--- src/rtl/uart_pkg.sv ---
// Shared definitions for the UART transmit-side blocks.
//   UART_DATA_W          byte width of the UART datapath
//   DEFAULT_TIMEOUT_CYC  default watchdog limit for one transfer, in clk cycles
//   tx_arb_state_e       arbiter FSM state encoding
package uart_pkg;

  localparam int unsigned UART_DATA_W         = 8;
  localparam int unsigned DEFAULT_TIMEOUT_CYC = 10000;

  typedef enum logic [1:0] {
    StIdle     = 2'd0,
    StStart    = 2'd1,
    StWaitDone = 2'd2
  } tx_arb_state_e;

endpackage

--- src/rtl/rr_arbiter.sv ---
// Combinational round-robin winner selection.
//   req      per-requester request level
//   last     index of the previous winner; search starts at last+1
//   gnt      onehot winner (all zero when req is zero)
//   gnt_idx  binary index of the winner
module rr_arbiter #(
  parameter  int unsigned NUM_REQ = 4,
  localparam int unsigned PTR_W   = $clog2(NUM_REQ)
) (
  input  logic [NUM_REQ-1:0] req,
  input  logic [PTR_W-1:0]   last,
  output logic [NUM_REQ-1:0] gnt,
  output logic [PTR_W-1:0]   gnt_idx
);

  logic            found;
  int unsigned     cand;
  logic [PTR_W-1:0] cand_idx;

  // Walk last+1, last+2, ... modulo NUM_REQ (rotate, priority-encode, rotate back).
  // The modulo keeps the wrap correct when NUM_REQ is not a power of two.
  always_comb begin
    gnt      = '0;
    gnt_idx  = '0;
    found    = 1'b0;
    cand     = 0;
    cand_idx = '0;
    for (int unsigned i = 1; i <= NUM_REQ; i++) begin
      cand     = (32'(last) + i) % NUM_REQ;
      cand_idx = PTR_W'(cand);
      if (!found && req[cand_idx]) begin
        found         = 1'b1;
        gnt[cand_idx] = 1'b1;
        gnt_idx       = cand_idx;
      end
    end
  end

endmodule

--- src/rtl/uart_tx_arbiter.sv ---
// Shares one UART transmitter among NUM_REQ byte requesters with round-robin fairness.
//   clk          system clock, rising edge
//   reset        asynchronous active-low reset
//   req          per-requester request level
//   req_data     requester i byte at [i*DATA_W +: DATA_W]
//   gnt          one-cycle onehot pulse: byte of requester i accepted
//   grant_id     index of requester owning the transmitter
//   busy         high whenever a transfer is in progress
//   tx_start     one-cycle start pulse to the transmitter
//   tx_data      byte to the transmitter, stable from gnt until next grant
//   tx_done      transmitter completion (pulse or level, rising edge used)
//   timeout_err  one-cycle pulse when the watchdog aborts a transfer
module uart_tx_arbiter
  import uart_pkg::*;
#(
  parameter  int unsigned NUM_REQ     = 4,
  parameter  int unsigned DATA_W      = UART_DATA_W,
  parameter  int unsigned TIMEOUT_CYC = DEFAULT_TIMEOUT_CYC,
  parameter  int unsigned TO_W        = 16,
  localparam int unsigned PTR_W       = $clog2(NUM_REQ)
) (
  input  logic                      clk,
  input  logic                      reset,
  input  logic [NUM_REQ-1:0]        req,
  input  logic [NUM_REQ*DATA_W-1:0] req_data,
  output logic [NUM_REQ-1:0]        gnt,
  output logic [PTR_W-1:0]          grant_id,
  output logic                      busy,
  output logic                      tx_start,
  output logic [DATA_W-1:0]         tx_data,
  input  logic                      tx_done,
  output logic                      timeout_err
);

  tx_arb_state_e       state_q, state_d;
  logic [NUM_REQ-1:0]  gnt_q, gnt_d;
  logic [PTR_W-1:0]    grant_id_q, grant_id_d;
  logic [PTR_W-1:0]    last_q, last_d;
  logic                busy_q, busy_d;
  logic                tx_start_q, tx_start_d;
  logic [DATA_W-1:0]   tx_data_q, tx_data_d;
  logic                timeout_err_q, timeout_err_d;
  logic [TO_W-1:0]     count_q, count_d;
  logic                done_q;

  logic [NUM_REQ-1:0]  win_gnt;
  logic [PTR_W-1:0]    win_idx;
  logic [DATA_W-1:0]   win_data;
  logic                done_edge;

  rr_arbiter #(
    .NUM_REQ (NUM_REQ)
  ) u_rr_arbiter (
    .req     (req),
    .last    (last_q),
    .gnt     (win_gnt),
    .gnt_idx (win_idx)
  );

  always_comb begin
    win_data = '0;
    for (int unsigned i = 0; i < NUM_REQ; i++) begin
      if (win_gnt[i]) win_data = req_data[i*DATA_W +: DATA_W];
    end
  end

  // done_q tracks tx_done in every state, so a level already high when WAIT_DONE
  // is entered is never mistaken for a fresh completion.
  assign done_edge = tx_done & ~done_q;

  always_comb begin
    state_d       = state_q;
    gnt_d         = gnt_q;
    grant_id_d    = grant_id_q;
    last_d        = last_q;
    busy_d        = busy_q;
    tx_start_d    = tx_start_q;
    tx_data_d     = tx_data_q;
    timeout_err_d = 1'b0;
    count_d       = count_q;
    unique case (state_q)
      StIdle: begin
        if (|req) begin
          tx_data_d  = win_data;
          gnt_d      = win_gnt;
          grant_id_d = win_idx;
          last_d     = win_idx;
          busy_d     = 1'b1;
          state_d    = StStart;
        end
      end
      StStart: begin
        gnt_d      = '0;
        tx_start_d = 1'b1;
        count_d    = '0;
        state_d    = StWaitDone;
      end
      StWaitDone: begin
        tx_start_d = 1'b0;
        if (done_edge) begin
          busy_d  = 1'b0;
          state_d = StIdle;
        end else if (count_q == TO_W'(TIMEOUT_CYC - 1)) begin
          // Aborted winner keeps the pointer: it loses its slot rather than retrying.
          timeout_err_d = 1'b1;
          busy_d        = 1'b0;
          state_d       = StIdle;
        end else begin
          count_d = count_q + TO_W'(1);
        end
      end
      default: begin
        state_d = StIdle;
      end
    endcase
  end

  always_ff @(posedge clk or negedge reset) begin
    if (!reset) begin
      state_q       <= StIdle;
      gnt_q         <= '0;
      grant_id_q    <= '0;
      last_q        <= PTR_W'(NUM_REQ - 1);
      busy_q        <= 1'b0;
      tx_start_q    <= 1'b0;
      tx_data_q     <= '0;
      timeout_err_q <= 1'b0;
      count_q       <= '0;
      done_q        <= 1'b0;
    end else begin
      state_q       <= state_d;
      gnt_q         <= gnt_d;
      grant_id_q    <= grant_id_d;
      last_q        <= last_d;
      busy_q        <= busy_d;
      tx_start_q    <= tx_start_d;
      tx_data_q     <= tx_data_d;
      timeout_err_q <= timeout_err_d;
      count_q       <= count_d;
      done_q        <= tx_done;
    end
  end

  assign gnt         = gnt_q;
  assign grant_id    = grant_id_q;
  assign busy        = busy_q;
  assign tx_start    = tx_start_q;
  assign tx_data     = tx_data_q;
  assign timeout_err = timeout_err_q;

endmodule

--- config.mk ---
export PLATFORM = sky130hd
export DESIGN_NAME = uart_tx_arbiter
export DESIGN_NICKNAME = d
export VERILOG_FILES = /design/src/rtl/uart_pkg.sv /design/src/rtl/rr_arbiter.sv /design/src/rtl/uart_tx_arbiter.sv
export SDC_FILE = /design/constraint.sdc
export NUM_CORES = 1
export LEC_CHECK = 0
export BUFFER_PORTS_ARGS = -buffer_cell sky130_fd_sc_hd__buf_2
export CAP_MARGIN = 10
export CORE_MARGIN = 5
export CORE_UTILIZATION = 56
export DETAILED_ROUTE_END_ITERATION = 16
export PLACE_DENSITY_LB_ADDON = 0.2
export SLEW_MARGIN = 20
export SYNTH_ARGS = -nofsm -noshare
export SYNTH_HDL_FRONTEND = slang
export SYNTH_HIERARCHICAL = 1
export SYNTH_SLANG_ARGS = --single-unit
--- constraint.sdc ---
create_clock -name clk -period 7.78 [get_ports clk]
set_input_delay 0.778 -clock clk [delete_from_list [all_inputs] [get_ports clk]]
set_output_delay 0.778 -clock clk [all_outputs]
set_load 0.005 [all_outputs]
==> summary.txt, run 1 <==
Floorplan
  – Die height: approximately 80 µm
  – DIE AREA: around 6400 µm²
  – Die Span X: ~80 µm
  – Core ar.: 4750 µm²
  – Initial Util: 57.7%
  – Site Rows: 25
  – I/O pins: 56

Clocking
  – TritonCTS clock tree: yes
  – H-tree levels: 2
  – CTS Root Cell: clkbuf_8
  – Clock latency on the worst-skew pair: 0.29 ns
  – CTS max path bufs: 2
  – Clock sink count: 38
  – CTS Buf Count: 5
  – Post-CTS setup repair buffer count: 0
  – Post-CTS sizing: 0
  – Post-CTS Hold Fix Bufs: 0
  – Clock slew at reported path FFs: around 0.08 ns

STA
  – Clock skew: ~0.0076 ns
  – RSZ-0062 raised after global routing: false
  – Setup TNS: 0 ns
  – F_max: 276 MHz
  – Tmin final: roughly 3.6 ns
  – Final setup vio count: 0
  – Final hold vios: 0
  – Final cycle utilization of the critical path: 46.5%
  – Least-Margin Pin Slew: 0.846 ns
  – Max-slew violation count: 0
  – Max-slew headroom: a little over two fifths

Drt
  – Drt first pass iters: 5
  – Routed length per instance: 15.5 µm
  – Vias: 2506
  – Routed vias/inst: 6.04
  – Routed Antenna Nets: 0
  – Initial DRC Count: 150
  – Drt total wl: 6450 µm
  – Drt drc: 0

Cells and area
  – Multi-input gate area: 1570 µm²
  – Layout cells sized above 1: between 20% and 30%
  – Final Util: around 65%
  – Fillers: 404
  – Nets: 399
  – Antenna Cells: 0
  – Area Growth Syn to Fin: 12.1%
  – Sequential cell area: 953 µm²

Placed design
  – DPL Wire Length: 4640 µm
  – Placer congestion estimate: 0.857
  – Port bufs: 55

Yosys
  – Synth Cell Area: 2740 µm²
  – Synthesis Warnings: 6
  – FFs w/ async S/R, synth: 100%
  – Synthesized netlist cell count: 306
  – Syn Nets: 358
  – Cell variety after synth: 54
  – Avg Synthesized Cell Area: between 8 and 9 µm²
  – Post-synth EDFFs: 0
  – Sequential share of the synthesized area: 34.8%
  – Main flop type after synthesis: dfrtp_1
  – FF+latch count, synth: 38

Worst setup path
  – Worst setup EP type: register
  – Crit Path Class: register to register
  – Critical Path RT: 7.99 ns
  – Reg2reg path depth: 10
  – Max Fanout on Critical Path: 20
  – Crit start category: register
  – Worst path arrival time: 3.82 ns

Job
  – Max-cap viol count: 0

Global route
  – First-pass GRT wire length: 10800 µm
  – Largest net degree at the start of global routing: 39
  – Initial antenna violation count: 0
  – Vias in the first global route: 2286
  – Grt ovf: 0
  – Total track usage: 20.9%

Min path
  – Worst Hold Class: register to register
  – Hold Path Depth: 1

Power and ir drop
  – Lkg Pwr: 1.41 nW
  – PwrDens: 352 nW/µm²
  – Max IR drop VDD: 0.172 mV

Status
  – Outcome: complete, no violations
critical path, cell delays in order (launching register included):
cell and delay (ns):
dfstp_2 0.75, inv_1 0.19, ha_1 0.51, mux4_2 0.43
nand2_1 0.10, o21ai_0 0.07, a221o_2 0.41, nor2b_1 0.44
a221oi_1 0.15, a211o_1 0.29, a31oi_1 0.19
cell type report:
type / instances / area share, %
flip-flops and latches: 38 / 31.0
well taps: 67 / 2.73
repair buffers: 56 / 9.20
multi-input cells: 225 / 51.0
inverters: 21 / 2.56
clock buffers: 5 / 2.24
clock inverters: 3 / 1.30
through the flow:
stage / cells / hold slack (ns) / setup WS (ns) / instance area [µm²] / power, W
finish: 415 / 0.511 / 4.16 / 3070 / 0.00108
global route: 415 / 0.547 / 3.91 / 3070 / 0.00118
CTS: 415 / 0.517 / 4.18 / 3070 / 0.00109
detailed placement: 407 / 0.498 / 4.20 / 2970 / 0.000922
global placement: 407 / 0.487 / 4.36 / 2970 / 0.000903
floorplan: 306 / 0.482 / 4.76 / 2740 / 0.000799
cell usage in the layout (no fill, tap or decap), drive strengths merged, types with 9 or more instances in the layout:
master / Yosys / routed
nor2b: 11 / 11
nor2: 20 / 20
a31oi: 11 / 11
o21ai: 12 / 12
a221oi: 9 / 9
a21oi: 13 / 13
nand2: 33 / 33
ha: 13 / 13
buf: 10 / 56
a211o: 9 / 9
nand3: 9 / 9
dfrtp: 36 / 36
inv: 19 / 19
cell usage after synthesis, types with 9 or more instances:
cell type	number	share of area (%)
o21ai_0	12	2.2
clkbuf_1	11	1.5
nor2_1	20	2.7
a211o_1	9	2.9
dfrtp_1	36	33
a31oi_1	11	2.5
a21oi_1	13	2.4
ha_1	13	5.9
nand2_1	33	4.5
inv_1	19	2.6
nor2b_1	11	2.5
flip-flops by register name, indices dropped and copies added, names as in the netlist:
register and flops:
last_q 2, gnt 4, done_q 1, timeout_err 1, tx_data 8, tx_start 1
busy 1, grant_id 2, count_q 16, state_q 2
metal layers:
layer  global-route usage (%)  vias up  wire (µm)
met3                     4.40        8        540
met2                     33.6       96       2880
met5                        0        -          0
met1                     28.6     1175       2970
met4                     5.24        0         60
li1                         -     1227          -
power by group:
part | switching [W] | leakage, nW | internal (W) | total, W
combinational | 0.000359 | 0.867 | 0.000255 | 0.000614
sequential | 0.0000493 | 0.485 | 0.000256 | 0.000305
clock | 0.0000699 | 0.0579 | 0.0000943 | 0.000164
cell families (layout without fill, tap and decap cells):
group | Yosys count | count (layout) | synth area share, %
AND/OR/NAND/NOR | 114 | 114 | 22.2
AO/OA/AOI/OAI | 87 | 87 | 23.9
buffers and inverters | 43 | 85 | 8.12
adder cells (fa/ha/maj) | 13 | 13 | 5.93
multiplexers | 11 | 11 | 5.11
flip-flops | 38 | 38 | 34.8
path summary, 6_finish.rpt:
| kind | to | slack, ns | startpoint |
|---|---|---|---|
| setup / recovery | tx_data[4] | 4.16 | last_q[0] |
| hold / removal | tx_start | 0.51 | tx_start |
| min in group asynchronous | grant_id[1] | 0.59 | reset |
| hold reg to reg | tx_start | 0.51 | tx_start |
| max in group asynchronous | busy | 6.65 | reset |
| setup reg to reg | tx_data[4] | 4.16 | last_q[0] |
Note: power is estimated with default switching activity, not from simulation.
==> inputs of run 2 (changes only) <==
ABC_AREA = 1   (was default)
clock period = 3.4 ns   (was 7.78 ns; I/O delays follow)
==> summary.txt, run 2 <==
Status
  – Outcome: complete, no violations

Clocking
  – CTS Root Cell: clkbuf_8
  – Clock sink count: 38 (unchanged)
  – CTS Buf Count: 5 (unchanged)
  – Post-CTS Hold Fix Bufs: 0 (unchanged)
  – Post-CTS sizing: 0 (unchanged)
  – Clock slew at reported path FFs: 0.07 ns (about the same)
  – TritonCTS clock tree: yes
  – H-tree levels: 2 (unchanged)
  – CTS max path bufs: 2 (unchanged)
  – Clock latency on the worst-skew pair: 0.29 ns (about the same)
  – Post-CTS setup repair buffer count: 0 (unchanged)

Yosys
  – Count leader, synth: nand2_1
  – Synth Cell Area: 2770 µm² (+0.91%)
  – Main flop type after synthesis: dfrtp_1
  – Cell type with the largest total area after synthesis: dfrtp_1
  – Avg Synthesized Cell Area: 7.17 µm² (-20%)
  – Cell variety after synth: 36 (-33%)
  – FF+latch count, synth: 38 (unchanged)
  – Syn Nets: 438 (+22%)
  – Synthesis Warnings: 6 (unchanged)
  – Synth top area cells: dfrtp_1 33%, nand2_1 15%, a21oi_1 6.0%
  – Post-synth EDFFs: 0 (unchanged)
  – Synth Area in Adders: 5.88% (-0.054 points)
  – Most frequent cells after synthesis: 113 x nand2_1, 44 x nor2_1, 36 x dfrtp_1
  – Synthesized netlist cell count: 386 (+26%)
  – Post-synthesis mux area share: 0% (-5.1 points)
  – Synth Area in Compound Gates: 15.3% (-8.6 points)
  – Largest family of logic cells by synthesized area: simple AND/OR/NAND/NOR gates
  – Xor and xnor area share after synthesis: 0.949% (+0.95 points)
  – Top-area cell type share of the netlist area: 32.5% (-0.30 points)
  – FFs w/ async S/R, synth: 100% (unchanged)
  – Post-synthesis simple-gate area fraction: 35.7% (+14 points)
  – Sequential share of the synthesized area: 34.4% (-0.31 points)

STA
  – Final hold vios: 0 (unchanged)
  – Final setup vio count: 0 (unchanged)
  – Final cycle utilization of the critical path: 84.6% (+38 points)
  – F_max: 348 MHz (+26%)
  – Max-slew violation count: 0 (unchanged)
  – Tmin final: 2.87 ns (-0.745 ns)
  – RSZ-0062 raised after global routing: false
  – Setup TNS: 0 ns (unchanged)
  – Hold slack: 0.144 ns (-0.367 ns)
  – Max-slew headroom: 45.3% (+1.7 points)
  – Least-Margin Pin Slew: 0.820 ns (-0.0259 ns)
  – Clock skew: 0.00280 ns (-0.00480 ns)

Drt
  – Initial DRC Count: 148 (-1.3%)
  – Drt drc: 0 (unchanged)
  – Routed Antenna Nets: 0 (unchanged)
  – Vias: 2682 (+7.0%)
  – Drt total wl: 6440 µm (-0.15%)
  – Routed vias/inst: 5.27 (-13%)
  – Drt first pass iters: 5 (unchanged)
  – Routed length per instance: 12.7 µm (-19%)

Floorplan
  – I/O pins: 56 (unchanged)
  – Site Rows: 25 (unchanged)
  – DIE AREA: 6450 µm² (+0.80%)
  – Die height: 80.3 µm (+0.40%)
  – Initial Util: 58.2% (+0.53 points)
  – Core ar.: 4750 µm² (unchanged)
  – Die Span X: 80.3 µm (+0.40%)

Cells and area
  – Fillers: 441 (+9.2%)
  – Antenna Cells: 0 (unchanged)
  – Biggest register: count_q
  – Area Growth Syn to Fin: 13.6%
  – Multi-input gate area: 1600 µm² (+2.2%)
  – Commonest non-fill, non-tap cell in the layout: nand2_1
  – Layout cells sized above 1: 20.8% (-3.0 points)
  – Finished Layout Cells: 509 (+23%)
  – Sequential cell area: 953 µm² (unchanged)
  – Nets: 493 (+24%)
  – Final Util: 66.1% (+1.4 points)
  – Most frequent cells in the layout: 113 x nand2_1, 55 x buf_2, 44 x nor2_1
  – Max reg flops: 16 (unchanged)

Placed design
  – Placed insts: 501 (+23%)
  – Placer congestion estimate: 0.855 (-0.21%)
  – Port bufs: 55 (unchanged)
  – DPL Wire Length: 5030 µm (+8.3%)

Worst setup path
  – Critical path startpoint: last_q[0]
  – Delay-heaviest family, CP: flip-flops
  – Worst setup EP type: register
  – CP Cell Sequence: inv_8 -> ha_1 -> inv_1 -> nand3_1 -> nand2_1 -> nand2_1 -> inv_1 -> nand3_1 -> nand3_1 -> inv_1 -> o211ai_1 -> a21oi_1
  – Reg2reg path depth: 12 (+2)
  – Critical path's slowest cell: dfstp_2
  – CP Depth: 12 (+2)
  – Max Fanout on Critical Path: 15 (-25%)
  – Reg2Reg Setup Slack: 0.53 ns (-3.64 ns)
  – Buf/Inv on CP: 4 (+3)
  – Worst path arrival time: 3.05 ns (-0.77 ns)
  – Crit path largest cell delay: 0.74 ns (about the same)
  – Crit start category: register
  – Crit Path Class: register to register
  – R2R Path Start: last_q[0]
  – Critical Path RT: 3.57 ns (-4.42 ns)

Job
  – Max-cap viol count: 0 (unchanged)

Power and ir drop
  – Lkg Pwr: 1.56 nW (+11%)
  – Final total power: 0.00278 W (+160%)
  – PwrDens: 884 nW/µm² (+150%)
  – Max IR drop VDD: 0.699 mV (+310%)

Global route
  – First-pass GRT wire length: 11100 µm (+3.6%)
  – Grt ovf: 0 (unchanged)
  – Total track usage: 21.8% (+0.95 points)
  – Initial antenna violation count: 0 (unchanged)
  – Largest net degree at the start of global routing: 39 (unchanged)
  – Vias in the first global route: 2497 (+9.2%)

Min path
  – Worst Hold Class: input port to async pin
run 2: cell types whose count changed after synthesis, sizes merged, moves of 10 or more:
cell    change
nor2b      -11
a31oi      -11
o21ai      +11
clkbuf     -10
a21oi      +20
inv        +14
nor2       +29
nand2      +92
nand3      +28
run 2: metal layers:
layer / vias to the layer above / part of all wire, % / track usage, % / wire length, µm
met5: - / 0 / 0 / 0
met3: 6 / 5.8 / 4.37 / 374
met1: 1225 / 49 / 30.6 / 3180
met2: 84 / 44 / 34.6 / 2840
met4: 0 / 0.70 / 5.07 / 45
li1: 1367 / - / - / -
run 2: kinds of logic after synthesis:
family / count (synthesis)
XOR/XNOR: 3
AND/OR/NAND/NOR: 216
flip-flops: 38
adder cells (fa/ha/maj): 13
AO/OA/AOI/OAI: 72
buffers and inverters: 44
run 2: report_power, final:
part	leakage (nW)	switching (W)	internal (W)
registers	0.487	0.000109	0.000588
logic	1.03	0.00118	0.000612
clock network	0.0395	0.000148	0.000146
total	1.56	0.00143	0.00134
run 2: path summary, 6_finish.rpt:
| kind | to |
|---|---|
| worst max-delay path | tx_data[6] |
| worst min-delay path | tx_data[6] |
| worst max register to register | tx_data[6] |
| worst min register to register | grant_id[0] |
| max in group asynchronous | count_q[14] |
| min in group clk | done_q |
run 2: layout make-up:
class | instances | share of cell area, %
Timing Repair Buffer | 56 | 9.00
Sequential cell | 38 | 30.3
Multi-Input combinational cell | 304 | 50.9
Tap cell | 67 | 2.67
Clock buffer | 8 | 2.55
Inverter | 36 | 4.54
run 2: metrics by stage:
step / worst slack [ns] / instance area, µm²
floorplan: 0.845 / 2770
global placement: 0.683 / 3060
detailed placement: 0.563 / 3060
CTS: 0.544 / 3140
global route: 0.175 / 3140
finish: 0.525 / 3140
==> inputs of run 3 (changes only) <==
ABC_AREA = 0   (was 1)
CORE_UTILIZATION = 55   (was 56)
clock period = 3 ns   (was 3.4 ns; I/O delays follow)
==> summary.txt, run 3 (synthesis gave the netlist of run 1 again) <==
STA
  – Least-Margin Pin Slew: 0.863 ns (+0.0434 ns)
  – Tmin final: 2.82 ns (-0.0576 ns)
  – Final setup vio count: 0 (unchanged)
  – F_max: 355 MHz (+2.0%)
  – Final cycle utilization of the critical path: 93.9% (+9.4 points)
  – Clock skew: 0.00948 ns (+0.00668 ns)
  – Max-slew violation count: 0 (unchanged)
  – Hold slack: 0.114 ns (-0.0294 ns)
  – Final hold vios: 0 (unchanged)
  – Final Worst Setup Slack: 0.183 ns (-0.342 ns)
  – Max-slew headroom: 42.5% (-2.9 points)
  – RSZ-0062 raised after global routing: false

Clocking
  – H-tree levels: 2 (unchanged)
  – CTS max path bufs: 2 (unchanged)
  – Clock slew at reported path FFs: 0.08 ns (about the same)
  – Clock sink count: 38 (unchanged)
  – CTS Root Cell: clkbuf_8
  – TritonCTS clock tree: yes
  – CTS Buf Count: 5 (unchanged)
  – Clock latency on the worst-skew pair: 0.29 ns (about the same)

Power and ir drop
  – Lkg Pwr: 1.43 nW (-8.5%)
  – Max IR drop VDD: 0.554 mV (-21%)
  – PwrDens: 909 nW/µm² (+2.9%)

Global route
  – Vias in the first global route: 2286 (-8.5%)
  – Largest net degree at the start of global routing: 39 (unchanged)
  – First-pass GRT wire length: 10700 µm (-3.7%)
  – Initial antenna violation count: 0 (unchanged)
  – Total track usage: 21.0% (-0.79 points)
  – Grt ovf: 0 (unchanged)

Cells and area
  – Commonest non-fill, non-tap cell in the layout: buf_2
  – Layout cells sized above 1: 25.2% (+4.4 points)
  – Antenna Cells: 0 (unchanged)
  – Max reg flops: 16 (unchanged)
  – Most frequent cells in the layout: 55 x buf_2, 36 x dfrtp_1, 33 x nand2_1
  – Nets: 405 (-18%)
  – Final Util: 64.7% (-1.4 points)
  – Biggest register: count_q
  – Area Growth Syn to Fin: 12.9%

Floorplan
  – Die height: 80.6 µm (+0.39%)
  – Site Rows: 25 (unchanged)
  – Die Span X: 80.6 µm (+0.39%)
  – I/O pins: 56 (unchanged)
  – Core ar.: 4790 µm² (+0.66%)
  – DIE AREA: 6500 µm² (+0.79%)
  – Initial Util: 57.3% (-0.90 points)

Placed design
  – Worst slack, placed: -0.0412 ns (-0.604 ns)
  – Placer congestion estimate: 0.833 (-2.5%)
  – Port bufs: 55 (unchanged)
  – DPL Wire Length: 4690 µm (-6.8%)

Worst setup path
  – Buf/Inv on CP: 1 (-3)
  – Crit Path Class: register to register
  – Reg2Reg Setup Slack: 0.18 ns (-0.34 ns)
  – CP Cell Sequence: inv_1 -> ha_1 -> mux4_2 -> nand2_1 -> o21ai_0 -> a221o_2 -> nor2b_4 -> a221oi_1 -> a211o_1 -> a31oi_1
  – Crit path largest cell delay: 0.57 ns (-0.17 ns)
  – Critical path's slowest cell: dfstp_2
  – Delay-heaviest family, CP: compound AO/OA/AOI/OAI gates
  – Critical Path RT: 3.21 ns (-0.36 ns)
  – Worst path arrival time: 3.03 ns (-0.02 ns)
  – Worst setup EP type: register
  – Crit start category: register
  – Max Fanout on Critical Path: 8 (-7)

Drt
  – Routed Antenna Nets: 0 (unchanged)
  – Drt drc: 0 (unchanged)
  – Routed length per instance: 15.5 µm (+23%)
  – Initial DRC Count: 165 (+11%)
  – Drt first pass iters: 4 (-1)
  – Vias: 2526 (-5.8%)
  – Drt total wl: 6520 µm (+1.2%)
  – Routed vias/inst: 6.01 (+14%)

Job
  – Max-cap viol count: 0 (unchanged)

Min path
  – Worst Hold Class: input port to async pin

Status
  – Outcome: complete, no violations
## run 3: cell count changes in the layout (fill, tap and decap cells not counted), sizes merged, moves of 7 or more
cell / change
o2bb2ai: +8
a21oi: -20
a31oi: +11
o21ai: -11
inv: -14
nand3: -28
a221o: +7
nor2: -29
nor2b: +11
nor4: +7
a221oi: +9
a211o: +9
nand2: -92
## run 3: timing repair
action / CTS / global route
hold buffers: 0 / 0
gates resized for setup: 1 / 1
setup endpoints to repair: 6 / 7
buffers inserted: 0 / 0
gates cloned: 0 / 0
## run 3: worst register-to-register path, delay by kind of cell (launching register included)
family	cells	cell delay (ns)
adders and majority gates	1	0.39
and+or+nand+nor	2	0.30
muxes	1	0.40
AOI/OAI and AO/OA	5	0.98
DFF	1	0.57
buffers and inverters	1	0.11
## run 3: report_power, final
part / total, W / internal (W) / switching [W]
Combinational: 0.00173 / 0.000731 / 0.000995
Sequential: 0.000749 / 0.000661 / 0.0000883
Clock: 0.000340 / 0.000156 / 0.000184
## run 3: worst paths after layout
path                            from  depth (start not counted)           to
hold reg to reg             tx_start                          1     tx_start
setup reg to reg           last_q[0]                         10   tx_data[7]
setup / recovery           last_q[0]                         10   tx_data[7]
max in group asynchronous      reset                          1  grant_id[1]
min in group clk             tx_done                          1       done_q
hold / removal                 reset                          1   count_q[2]
## run 3: metrics by stage
step                std cells  TNS, ns  power (W)  cell area (µm²)
finish                    420        0    0.00282             3100
global route              420        0    0.00306             3100
CTS                       420        0    0.00280             3090
detailed placement        413  -0.0946    0.00246             3010
global placement          413        0    0.00242             3010
floorplan                 306        0    0.00208             2750
## run 3: cell type report
cell class	instances	area, µm²
flip-flops and latches	38	953
inverters	21	78.8
well taps	67	83.8
clock buffers	5	68.8
repair buffers	62	328
fillers	420	1690
multi-input cells	225	1570
clock inverters	2	10.0
## run 3: metal layers
metal | part of all wire, % | global-route usage [%] | up-vias
li1 | - | - | 1243
met1 | 47 | 29.7 | 1199
met2 | 46 | 32.7 | 78
met3 | 6.3 | 3.81 | 6
met4 | 0.98 | 6.42 | 0
met5 | 0 | 0 | -
